File: src/rtl/fxp8s_pkg.sv
// rtl/fxp8s_pkg.sv - shared fxp8s widths, host address layout and streamer FSM states
package fxp8s_pkg;

  localparam int FXP8S_WIDTH = 8;
  localparam int FXP8S_SIGN  = 7;
  localparam int FXP8S_BUS_W = 2 * FXP8S_WIDTH;

  localparam int HOST_ADDR_W  = 3;
  localparam int ADDR_MAT_BIT = 2;
  localparam int ADDR_ROW_BIT = 1;
  localparam int ADDR_COL_BIT = 0;

  typedef enum logic [2:0] {
    ST_IDLE,
    ST_SEND_A,
    ST_PAD_A,
    ST_SEND_B,
    ST_PAD_B,
    ST_FIN
  } mat_state_e;

  function automatic logic [HOST_ADDR_W-1:0] elem_addr(input logic mat, input logic row,
                                                        input logic col);
    logic [HOST_ADDR_W-1:0] a;
    a = '0;
    a[ADDR_MAT_BIT] = mat;
    a[ADDR_ROW_BIT] = row;
    a[ADDR_COL_BIT] = col;
    return a;
  endfunction

endpackage

File: src/rtl/fxp8s_mat_streamer.sv
// rtl/fxp8s_mat_streamer.sv - host-loaded 2x2 A/B operand store streamed row by row to the PE input
module fxp8s_mat_streamer
  import fxp8s_pkg::*;
#(
  parameter int DIM    = 2,
  parameter int ELEM_W = FXP8S_WIDTH
) (
  input  logic                   clk,
  input  logic                   rstn,
  input  logic                   host_wr,
  input  logic [2:0]             host_addr,
  input  logic [ELEM_W-1:0]      host_wdata,
  input  logic                   cfg_rows_a,
  input  logic                   cfg_rows_b,
  input  logic                   start,
  output logic                   busy,
  output logic                   done,
  output logic                   en_in_data,
  input  logic                   rdy_in_data,
  output logic                   in_mat,
  output logic                   in_mat_done,
  output logic [2*ELEM_W-1:0]    in_data
);

  localparam int N_ELEM = 2 * DIM * DIM;

  mat_state_e state_q, state_d;
  logic       row_q, row_d;
  logic       rows_a_q, rows_a_d;
  logic       rows_b_q, rows_b_d;

  logic [ELEM_W-1:0] mem [N_ELEM];
  logic [ELEM_W-1:0] mem_nx [N_ELEM];

  logic                busy_q, busy_d;
  logic                done_q, done_d;
  logic                en_q, en_d;
  logic                mat_q, mat_d;
  logic                md_q, md_d;
  logic [2*ELEM_W-1:0] data_q, data_d;

  logic wr_en;
  logic accept;

  assign wr_en  = host_wr & ~busy_q;
  assign accept = en_q & rdy_in_data;

  // Write-forwarded view so a write coinciding with start is seen by the first beat.
  always_comb begin
    mem_nx = mem;
    if (wr_en) mem_nx[host_addr] = host_wdata;
  end

  always_comb begin
    state_d  = state_q;
    row_d    = row_q;
    rows_a_d = rows_a_q;
    rows_b_d = rows_b_q;
    case (state_q)
      ST_IDLE: begin
        if (start) begin
          rows_a_d = cfg_rows_a;
          rows_b_d = cfg_rows_b;
          row_d    = 1'b0;
          state_d  = ST_SEND_A;
        end
      end
      ST_SEND_A: begin
        if (accept) begin
          if (row_q == rows_a_q) begin
            if (rows_a_q == 1'b0) begin
              state_d = ST_PAD_A;
            end else begin
              state_d = ST_SEND_B;
              row_d   = 1'b0;
            end
          end else begin
            row_d = row_q + 1'b1;
          end
        end
      end
      ST_PAD_A: begin
        state_d = ST_SEND_B;
        row_d   = 1'b0;
      end
      ST_SEND_B: begin
        if (accept) begin
          if (row_q == rows_b_q) begin
            state_d = (rows_b_q == 1'b0) ? ST_PAD_B : ST_FIN;
          end else begin
            row_d = row_q + 1'b1;
          end
        end
      end
      ST_PAD_B: state_d = ST_FIN;
      ST_FIN:   state_d = ST_IDLE;
      default:  state_d = ST_IDLE;
    endcase
  end

  // Outputs are decoded from the next state and registered, so they change only on clock edges.
  always_comb begin
    en_d   = 1'b0;
    md_d   = 1'b0;
    data_d = '0;
    mat_d  = mat_q;
    busy_d = 1'b0;
    done_d = 1'b0;
    case (state_d)
      ST_SEND_A, ST_SEND_B: begin
        en_d   = 1'b1;
        busy_d = 1'b1;
        mat_d  = (state_d == ST_SEND_B);
        data_d = {mem_nx[elem_addr(mat_d, row_d, 1'b0)], mem_nx[elem_addr(mat_d, row_d, 1'b1)]};
      end
      ST_PAD_A, ST_PAD_B: begin
        en_d   = 1'b1;
        busy_d = 1'b1;
        md_d   = 1'b1;
        mat_d  = (state_d == ST_PAD_B);
      end
      ST_FIN:  done_d = 1'b1;
      default: ;
    endcase
  end

  always_ff @(posedge clk or negedge rstn) begin
    if (!rstn) begin
      state_q  <= ST_IDLE;
      row_q    <= 1'b0;
      rows_a_q <= 1'b0;
      rows_b_q <= 1'b0;
      busy_q   <= 1'b0;
      done_q   <= 1'b0;
      en_q     <= 1'b0;
      mat_q    <= 1'b0;
      md_q     <= 1'b0;
      data_q   <= '0;
      for (int i = 0; i < N_ELEM; i++) mem[i] <= '0;
    end else begin
      state_q  <= state_d;
      row_q    <= row_d;
      rows_a_q <= rows_a_d;
      rows_b_q <= rows_b_d;
      busy_q   <= busy_d;
      done_q   <= done_d;
      en_q     <= en_d;
      mat_q    <= mat_d;
      md_q     <= md_d;
      data_q   <= data_d;
      if (wr_en) mem[host_addr] <= host_wdata;
    end
  end

  assign busy        = busy_q;
  assign done        = done_q;
  assign en_in_data  = en_q;
  assign in_mat      = mat_q;
  assign in_mat_done = md_q;
  assign in_data     = data_q;

endmodule

File: config.mk
export PLATFORM = sky130hd
export DESIGN_NAME = fxp8s_mat_streamer
export DESIGN_NICKNAME = d
export VERILOG_FILES = /design/src/rtl/fxp8s_pkg.sv /design/src/rtl/fxp8s_mat_streamer.sv
export SDC_FILE = /design/constraint.sdc
export NUM_CORES = 1
export LEC_CHECK = 0
export BUFFER_PORTS_ARGS = -buffer_cell sky130_fd_sc_hd__buf_2
export CAP_MARGIN = 15
export CORE_UTILIZATION = 42
export CTS_BUF_LIST = sky130_fd_sc_hd__clkbuf_16
export DETAILED_ROUTE_END_ITERATION = 8
export HOLD_SLACK_MARGIN = 0.05
export PLACE_DENSITY_LB_ADDON = 0.2
export SLEW_MARGIN = 10
export SYNTH_ARGS = -nofsm -noshare
export SYNTH_HDL_FRONTEND = slang
export SYNTH_SLANG_ARGS = --single-unit
File: constraint.sdc
create_clock -name clk -period 3.5 [get_ports clk]
set_clock_uncertainty 0.15 [all_clocks]
set_input_delay 0.175 -clock clk [delete_from_list [all_inputs] [get_ports clk]]
set_output_delay 0.175 -clock clk [all_outputs]
set_load 0.005 [all_outputs]
==> impl.org, run 1 <==
** Floorplan
- Die extent in x :: 100.9 um
- Boundary pin count :: 39
- Die Ht :: 100.9 um
- After floorplanning, the core was divided into 35 placement rows.
- Area of the die :: 10180 um2
- Area of the core region :: 9371 um2
- The initial utilization of the core area, before any placement, comes to 0.4382.

** Synthesis
- Proportion of register bits with asynchronous set or reset after synthesis :: 1.000
- For this run, the number of Yosys warnings is 0.
- Of the synthesized area, sequential elements account for 0.5484.
- Library cell with the largest summed area after synthesis :: sky130_fd_sc_hd__dfrtp_1
- The synthesized netlist contains 55 unique library cells.
- Ranked by total cell area, the synthesized netlist is headed by sky130_fd_sc_hd__dfrtp_1 55%, sky130_fd_sc_hd__mux2_2 17%, sky130_fd_sc_hd__mux2i_1 4.1%.
- Netlist area before placement :: 4106 um2
- A synthesized cell averages 14.26 um2.
- Post-synthesis cell count :: 288
- Post-synthesis sequential element count :: 90
- Top flip-flop cell by instance count after synthesis :: sky130_fd_sc_hd__dfrtp_1
- Top cell type's share of synthesized area :: 0.5484
- Number of nets in the synthesized netlist :: 307
- Number of enable flip-flop cells after synthesis :: 0

** STA
- Unrepaired setup endpoints after global routing :: false
- The routed design could run at a clock period as short as 2.482 ns.
- For this run, the top clock speed supported by timing is 403.0 MHz.
- Setup Total Neg Slack :: 0 ns
- Normalized max-slew margin :: 0.3442
- The hold violation total from the final report is 0.
- Final number of setup-violating endpoints :: 0
- Fin crit share :: 0.7090
- Slew of the pin with the lowest slew margin :: 0.9836 ns
- The final max-slew violation count was 0.
- On the final layout, the worst hold slack is 0.07123 ns.

** Clock network
- Clock-pin slew was measured on the worst setup and hold paths at 0.06 ns.
- Gates resized, CTS repair :: 0
- Hold-fix buffer count after cts :: 7
- TritonCTS built the clock tree.
- The clock passes through at most 2 buffers.
- Insertion delay of the later-clocked pin in the worst-skew pair :: 0.34 ns
- For this design, the sink count on the clock tree is 90.
- Post-CTS Repair Setup Buffers :: 0
- In this run, CTS created clock tree buffers numbering 9.
- Clock tree root buffer cell :: sky130_fd_sc_hd__clkbuf_16
- H-tree depth :: 3

** Detailed routing
- Number of remaining DRC errors :: 0
- Drt wl/cell :: 18.36 um
- The detail route stage leaves a number of antenna-violating nets equal to 0.
- The first routing iteration left 75 violations.
- In the routed layout, each cell is associated on average with a via count of 5.292.
- The routed design has 8502 um of wire.
- Initial DRT Pass Iterations :: 4
- Routed via count :: 2450

** Layout
- Final core utilization :: 0.4936
- Area Overhead vs Synth :: 12.64%
- Most common cell after layout, fill and taps aside :: sky130_fd_sc_hd__dfrtp_1
- In the final layout, flip-flops and latches occupy 2252 um2.
- Share of final-layout standard cells stronger than drive strength 1 :: 0.4222
- Fill cells in the final layout number 866.
- Most frequent cells in the layout :: 90 x sky130_fd_sc_hd__dfrtp_1, 62 x sky130_fd_sc_hd__mux2_2, 37 x sky130_fd_sc_hd__buf_2
- Summing all multi-input logic gate instances after layout gives 1650 um2.
- The repair_antennas step left the layout with diodes totalling 0.
- Leaving out filler cells and counting taps, the final layout contains 463.
- After the last flow step, the layout net total stands at 349.

** Global routing
- Antenna violations before repair :: 0
- The via count of the first global-routing pass was 2500.
- Global-route congestion overflow total :: 0
- The first global-routing pass estimated 13830 um of wire.
- Across every metal layer, demand over resource in global routing totals 0.1863.
- Entering global routing, the biggest net connects 80 pins.

** Job
- The tool flagged a number of max-cap violations equal to 0.

** Worst setup path
- Along the worst path, the maximum fanout reaches 18.
- The signal on the critical path passes through inv_1 > ha_1 > nand4b_1 > a32o_1 > or2_1 > buf_4 > nand4_1 > a32oi_1.
- Worst path max stage delay :: 0.42 ns
- The slowest stage of the critical path is the sky130_fd_sc_hd__or2_1 cell.
- Crit path buffers/inverters :: 2
- STA puts the critical path data arrival time at 2.58 ns.
- Required @ worst endpoint :: 3.59 ns
- Critical Path End Type :: flip-flop
- The setup path with the least slack is of type flip-flop to flip-flop.
- Broken down by cell family, the worst path's largest delay share belongs to simple AND/OR/NAND/NOR gates.
- The worst setup path is launched from a flip-flop.

** Placed design
- Counting tap cells, the placed design contains a total of 441 instances.
- Port Buffers :: 38
- DPL Wire Length :: 5296 um
- Weighted congestion reported at the end of routability-driven placement :: 0.7781

** Min path
- Path class of the lowest-slack min-delay path :: primary input to flip-flop

** Power and ir drop
- After layout, the design draws a total of 4.371 mW.
- Across the VDD grid, the largest voltage drop is 344.9 uV.
- Power density normalized to cell area :: 945.0 nW/um2
- In this run the static leakage power is 2.164 nW.

** Run status
- Status :: complete, no violations
cell families after synthesis:
group                      Yosys count  share of synthesized area
and+or+nand+nor                     63                     0.1036
xor gates and xnor gates             1                   0.002133
DFF                                 90                     0.5484
adders and majority gates            1                   0.003046
AOI/OAI and AO/OA                   29                    0.06703
buffers and inverters               21                    0.04966
muxes                               83                     0.2261
final timing paths:
check                      slack, ns  depth (start not counted)          end        start
max                             1.02                          8   in_data[1]        row_q
min                             0.07                          3  in_mat_done  rdy_in_data
max reg2reg                     1.02                          8   in_data[1]        row_q
min reg2reg                     0.34                          1       in_mat       in_mat
max in group asynchronous       2.06                          3      mem[28]         rstn
min in group asynchronous       0.40                          2   in_data[1]         rstn
per-stage QoR:
step | cell area, um2 | worst slack (ns)
floorplan | 4106 | 1.502
CTS | 4626 | 1.027
global placement | 4295 | 1.048
global route | 4626 | 0.7849
finish | 4626 | 1.018
detailed placement | 4295 | 1.040
synthesized netlist by cell type, types with 2 or more instances:
library cell	number
sky130_fd_sc_hd__dfrtp_1	90
sky130_fd_sc_hd__mux2_2	62
sky130_fd_sc_hd__mux2i_1	17
sky130_fd_sc_hd__nor2_1	16
sky130_fd_sc_hd__nand3_1	11
sky130_fd_sc_hd__nand4_1	11
sky130_fd_sc_hd__a32oi_1	10
sky130_fd_sc_hd__buf_6	8
sky130_fd_sc_hd__o32ai_1	5
sky130_fd_sc_hd__mux2_4	4
sky130_fd_sc_hd__buf_2	3
sky130_fd_sc_hd__inv_1	3
sky130_fd_sc_hd__a21o_1	2
sky130_fd_sc_hd__nand2b_1	2
sky130_fd_sc_hd__nand3b_2	2
sky130_fd_sc_hd__nor2_4	2
sky130_fd_sc_hd__nor3b_4	2
area by class of cell:
cell class | count | area share
well taps | 129 | 0.03489
inverters | 4 | 0.003516
repair buffers | 48 | 0.06167
flip-flops and latches | 90 | 0.4869
multi-input cells | 177 | 0.3568
clock buffers | 9 | 0.04869
clock inverters | 6 | 0.007574
layer usage:
metal / GRT usage / vias to the layer above / part of all wire
li1: - / 1148 / -
met1: 0.2642 / 1244 / 0.49
met2: 0.2708 / 44 / 0.46
met3: 0.04438 / 14 / 0.036
met4: 0.08361 / 0 / 0.021
met5: 0 / - / 0
sequential cells by signal (all words and copies together), names as in the netlist:
| register | count |
|---|---|
| mem | 64 |
| in_mat | 1 |
| in_data | 16 |
| row_q | 1 |
| rows_a_q | 1 |
| rows_b_q | 1 |
| state_q | 3 |
| in_mat_done | 1 |
| en_in_data | 1 |
| done | 1 |
report_power, final:
| group | internal, mW | total [mW] | switching [mW] |
|---|---|---|---|
| logic | 0.809 | 1.82 | 1.01 |
| clock network | 0.472 | 0.863 | 0.391 |
| registers | 1.52 | 1.69 | 0.169 |
| total | 2.80 | 4.37 | 1.57 |
worst min-delay path: stages:
cell                       delay, ns
sky130_fd_sc_hd__buf_2          0.12
sky130_fd_sc_hd__nand4_1        0.12
sky130_fd_sc_hd__a221oi_2       0.09
Power figures use the tool's default switching activity.
==> inputs of run 2 (changes only) <==
Settings changed: ABC_AREA set to 1.
Clock period 3.5 ns to 2.3 ns, I/O delays scaled along.
==> run 2 against run 1 <==
Sequential share of layout area fell by 3.6 points. Sequential power rose by 50%. Critical path depth rose by 3. Combinational power rose by 60%. First-iteration DRC count rose by 100%. Clock power rose by 63%. Flip-flop and latch count did not move. Non-clock buffer count rose by 19. Hold slack got worse by 0.014 ns. Maximum frequency rose by 15%. Via count rose by 46%. Die area rose by 2.2%. Largest cell class unchanged. Largest power group unchanged.
==> impl.org, run 2 <==
** Worst setup path
- Startpoint of the most critical register-to-register path :: row_q
- Crit start category :: flip-flop
- The internal reg-to-reg setup slack came to 0.14 ns (-0.88 ns).
- Critical Path End Type :: flip-flop
- Critical path class :: flip-flop to flip-flop
- End of the worst register-to-register path :: in_data[0]
- The required time at the worst-slack endpoint was 2.41 ns (-1.18 ns).
- Worst-case reg-to-reg path depth :: 11 (+3)
- Crit path DAT :: 2.27 ns (-0.31 ns)
- Crit-path max FO :: 17 (-1)

** Synthesis
- Library cell with the largest summed area after synthesis :: sky130_fd_sc_hd__dfrtp_1
- Number of warnings reported in the yosys synthesis log :: 0 (unchanged)
- The synthesized area divided by synthesized cell count is 7.815 um2 (-45%).
- The cell count after synthesis is 537 (+86%).
- The number of nets produced by synthesis was 556 (+81%).
- Sequential-to-total area share from yosys stat :: 0.5367 (-0.01177)
- The most used flip-flop cell after synthesis is sky130_fd_sc_hd__dfrtp_1.
- The netlist area before placement was 4197 um2 (+2.2%).
- List of most frequent post-synthesis cells :: 193 x sky130_fd_sc_hd__nand2_1, 90 x sky130_fd_sc_hd__dfrtp_1, 62 x sky130_fd_sc_hd__nand3_1
- Number of enable flip-flop cells after synthesis :: 0 (unchanged)
- Cell types with the largest area share after synthesis :: sky130_fd_sc_hd__dfrtp_1 54%, sky130_fd_sc_hd__nand2_1 17%, sky130_fd_sc_hd__nand3_1 7.4%
- The synthesized flop and latch total came to 90 (unchanged).
- The fraction of registers with async set or reset after synthesis was 1.000 (unchanged).
- Most frequent cell after synthesis :: sky130_fd_sc_hd__nand2_1
- Top cell type's share of synthesized area :: 0.5367 (-0.01177)
- The distinct cell type count of the synthesized netlist came to 24 (-56%).

** Clock network
- Post-CTS Repair Setup Buffers :: 0 (unchanged)
- The clock buffer count from CTS came to 9 (unchanged).
- Clock edge transition at the registers on the reported setup and hold paths :: 0.06 ns (about the same)
- TritonCTS built the clock tree.
- The insertion delay to the later sink of the worst-skew pair came to 0.34 ns (about the same).
- The number of H-tree levels was 3 (unchanged).
- Clock tree root buffer cell :: sky130_fd_sc_hd__clkbuf_16
- The total number of clock tree sinks is 90 (unchanged).
- The clock tree buffer depth is 2 (unchanged).

** Floorplan
- Area of the core region :: 9729 um2 (+3.8%)
- The width of the die is 102.0 um (+1.1%).
- Site row count :: 36 (+2.9%)
- Area of the die :: 10400 um2 (+2.2%)
- Die Ht :: 102.0 um (+1.1%)
- Initial standard-cell utilization of the core :: 0.4313 (-0.006857)
- Boundary pin count :: 39 (unchanged)

** Layout
- Register with the highest flop count :: mem
- Number of antenna diodes :: 0 (unchanged)
- Reg area :: 2252 um2 (unchanged)
- The net count reported at finish came to 615 (+76%).
- In the layout the commonest cells are 191 x sky130_fd_sc_hd__nand2_1, 90 x sky130_fd_sc_hd__dfrtp_1, 61 x sky130_fd_sc_hd__nand3_1.
- Final core utilization :: 0.5129 (+0.01927)
- Final Instance Count excl. Fillers :: 731 (+58%)
- The area growth from synthesis to layout is 18.90%.
- Filler instances :: 961 (+11%)
- The layout cell share with drive strength beyond 1 is 0.1472 (-0.2750).
- The flip-flop count of the largest register after layout is 64 (unchanged).
- The area of the multi-input gates came to 1649 um2 (about the same).
- Most common cell after layout, fill and taps aside :: sky130_fd_sc_hd__nand2_1

** Min path
- The worst hold path begins at host_addr[1].
- Path class of the lowest-slack min-delay path :: primary input to flip-flop
- End point of the most critical hold path :: mem[28]
- The number of cells on the worst hold path was 4 (+1).

** STA
- The highest attainable clock frequency was 463.6 MHz (+15%).
- The tightest slew margin relative to the limit is 0.6193 (+0.2750).
- The total negative setup slack came to 0 ns (unchanged).
- The post-route fraction of the period consumed by the critical path was 0.9378 (+0.2288).
- Final number of setup-violating endpoints :: 0 (unchanged)
- Slew of the pin with the lowest slew margin :: 0.5711 ns (-0.4125 ns)
- The final max-slew violation count is 0 (unchanged).
- Final critical delay including setup and external delays :: 2.157 ns (-0.3245 ns)
- Setup repair after global routing left no endpoint under its margin.
- Final hold vios :: 0 (unchanged)

** Detailed routing
- Routed via count :: 3578 (+46%)
- The detailed-routing iteration count for the pre-antenna-repair pass is 4 (unchanged).
- The total detailed-routing wirelength is 10570 um (+24%).
- The ratio of routed vias to standard cells is 4.895 (-7.5%).
- Final antenna-violating net count :: 0 (unchanged)
- Number of design-rule violations left by the first detailed-router iteration :: 153 (+100%)
- The average wire per standard cell is 14.45 um (-21%).
- Number of remaining DRC errors :: 0 (unchanged)

** Global routing
- The global route total overflow came to 0 (unchanged).
- Number of global-route vias before repair :: 3525 (+41%)
- The pin count of the biggest net entering global routing came to 46 (-43%).
- First-pass GRT wire length :: 17400 um (+26%)
- The initial antenna violation count was 0 (unchanged).
- The global-route usage over all layers was 0.2218 (+0.03552).

** Run status
- Status :: complete, no violations

** Job
- MaxCap Viol Count :: 0 (unchanged)

** Placed design
- Number of cells in the design after placement :: 704 (+60%)
- The final HPWL from detailed placement was 6921 um (+31%).
- Weighted congestion reported at the end of routability-driven placement :: 0.8275 (+6.3%)
- The number of port buffers is 38 (unchanged).

** Power and ir drop
- Power density normalized to cell area :: 1375 nW/um2 (+46%)
- Max rail drop VDD :: 874.0 uV (+150%)
- The leakage power came to 2.651 nW (+23%).
-- run 2: kinds of logic after synthesis --
family / synth area share
AOI/OAI and AO/OA: 0.06649
buffers and inverters: 0.07513
DFF: 0.5367
adders and majority gates: 0.002981
and+or+nand+nor: 0.3187
-- run 2: worst max-delay path, cell delays in order, from the launching register on --
cell and delay [ns]:
sky130_fd_sc_hd__dfrtp_1 0.43, sky130_fd_sc_hd__inv_1 0.09, sky130_fd_sc_hd__ha_1 0.32, sky130_fd_sc_hd__nand3_1 0.08
sky130_fd_sc_hd__nor2_1 0.18, sky130_fd_sc_hd__inv_1 0.07, sky130_fd_sc_hd__nand2_2 0.16, sky130_fd_sc_hd__nand2_4 0.08
sky130_fd_sc_hd__buf_4 0.21, sky130_fd_sc_hd__nand3_1 0.15, sky130_fd_sc_hd__nand2_1 0.07, sky130_fd_sc_hd__nor2_1 0.11
-- run 2: layer usage --
| layer | up-vias | track usage | part of all wire |
|---|---|---|---|
| met4 | 0 | 0.08462 | 0.021 |
| li1 | 1796 | - | - |
| met1 | 1680 | 0.3009 | 0.48 |
| met2 | 83 | 0.3536 | 0.46 |
| met5 | - | 0 | 0 |
| met3 | 19 | 0.04104 | 0.040 |
-- run 2: report_power, final --
group          leakage (nW)  switching [mW]  internal [mW]  total, mW
Combinational          1.40            1.90           1.02       2.92
Sequential             1.12           0.230           2.31       2.54
Clock                 0.131           0.588          0.818       1.41
-- run 2: area by class of cell --
cell class | count | share of cell area
multi-input combinational | 374 | 0.3305
clock buffer | 9 | 0.04514
tap | 133 | 0.03335
timing repair buffer | 67 | 0.08927
clock inverter | 4 | 0.009278
inverter | 54 | 0.04112
sequential | 90 | 0.4514
-- run 2: per-stage QoR --
step | power (mW) | setup WS, ns | area [um2] | hold slack (ns)
4_1_cts | 6.885 | 0.08527 | 4967 | 0.05403
3_3_place_gp | 5.363 | 0.1414 | 4556 | 0.001299
2_1_floorplan | 4.638 | 0.4451 | 4197 | -0.3306
6_report | 6.863 | 0.1430 | 4990 | 0.05730
5_1_grt | 7.527 | 0.01804 | 4990 | 0.07056
3_5_place_dp | 5.423 | 0.1150 | 4556 | -0.002476
-- run 2: timing repair --
item                                    4_1_cts  5_1_grt
hold buffers                                 14        0
gates resized for setup                       0        8
endpoints found under the setup margin        0       16
endpoints found under the hold margin        84        0
-- run 2: how the worst max path moves through the flow --
stage          startpoint          end  slack, ns  cells after the start
2_1_floorplan       row_q  in_data[13]       0.45                     12
3_3_place_gp        row_q   in_data[2]       0.14                     11
3_5_place_dp        row_q   in_data[2]       0.12                     11
4_1_cts             row_q  in_data[14]       0.09                     10
5_1_grt             row_q   in_data[4]       0.02                     11
6_report            row_q   in_data[0]       0.14                     11
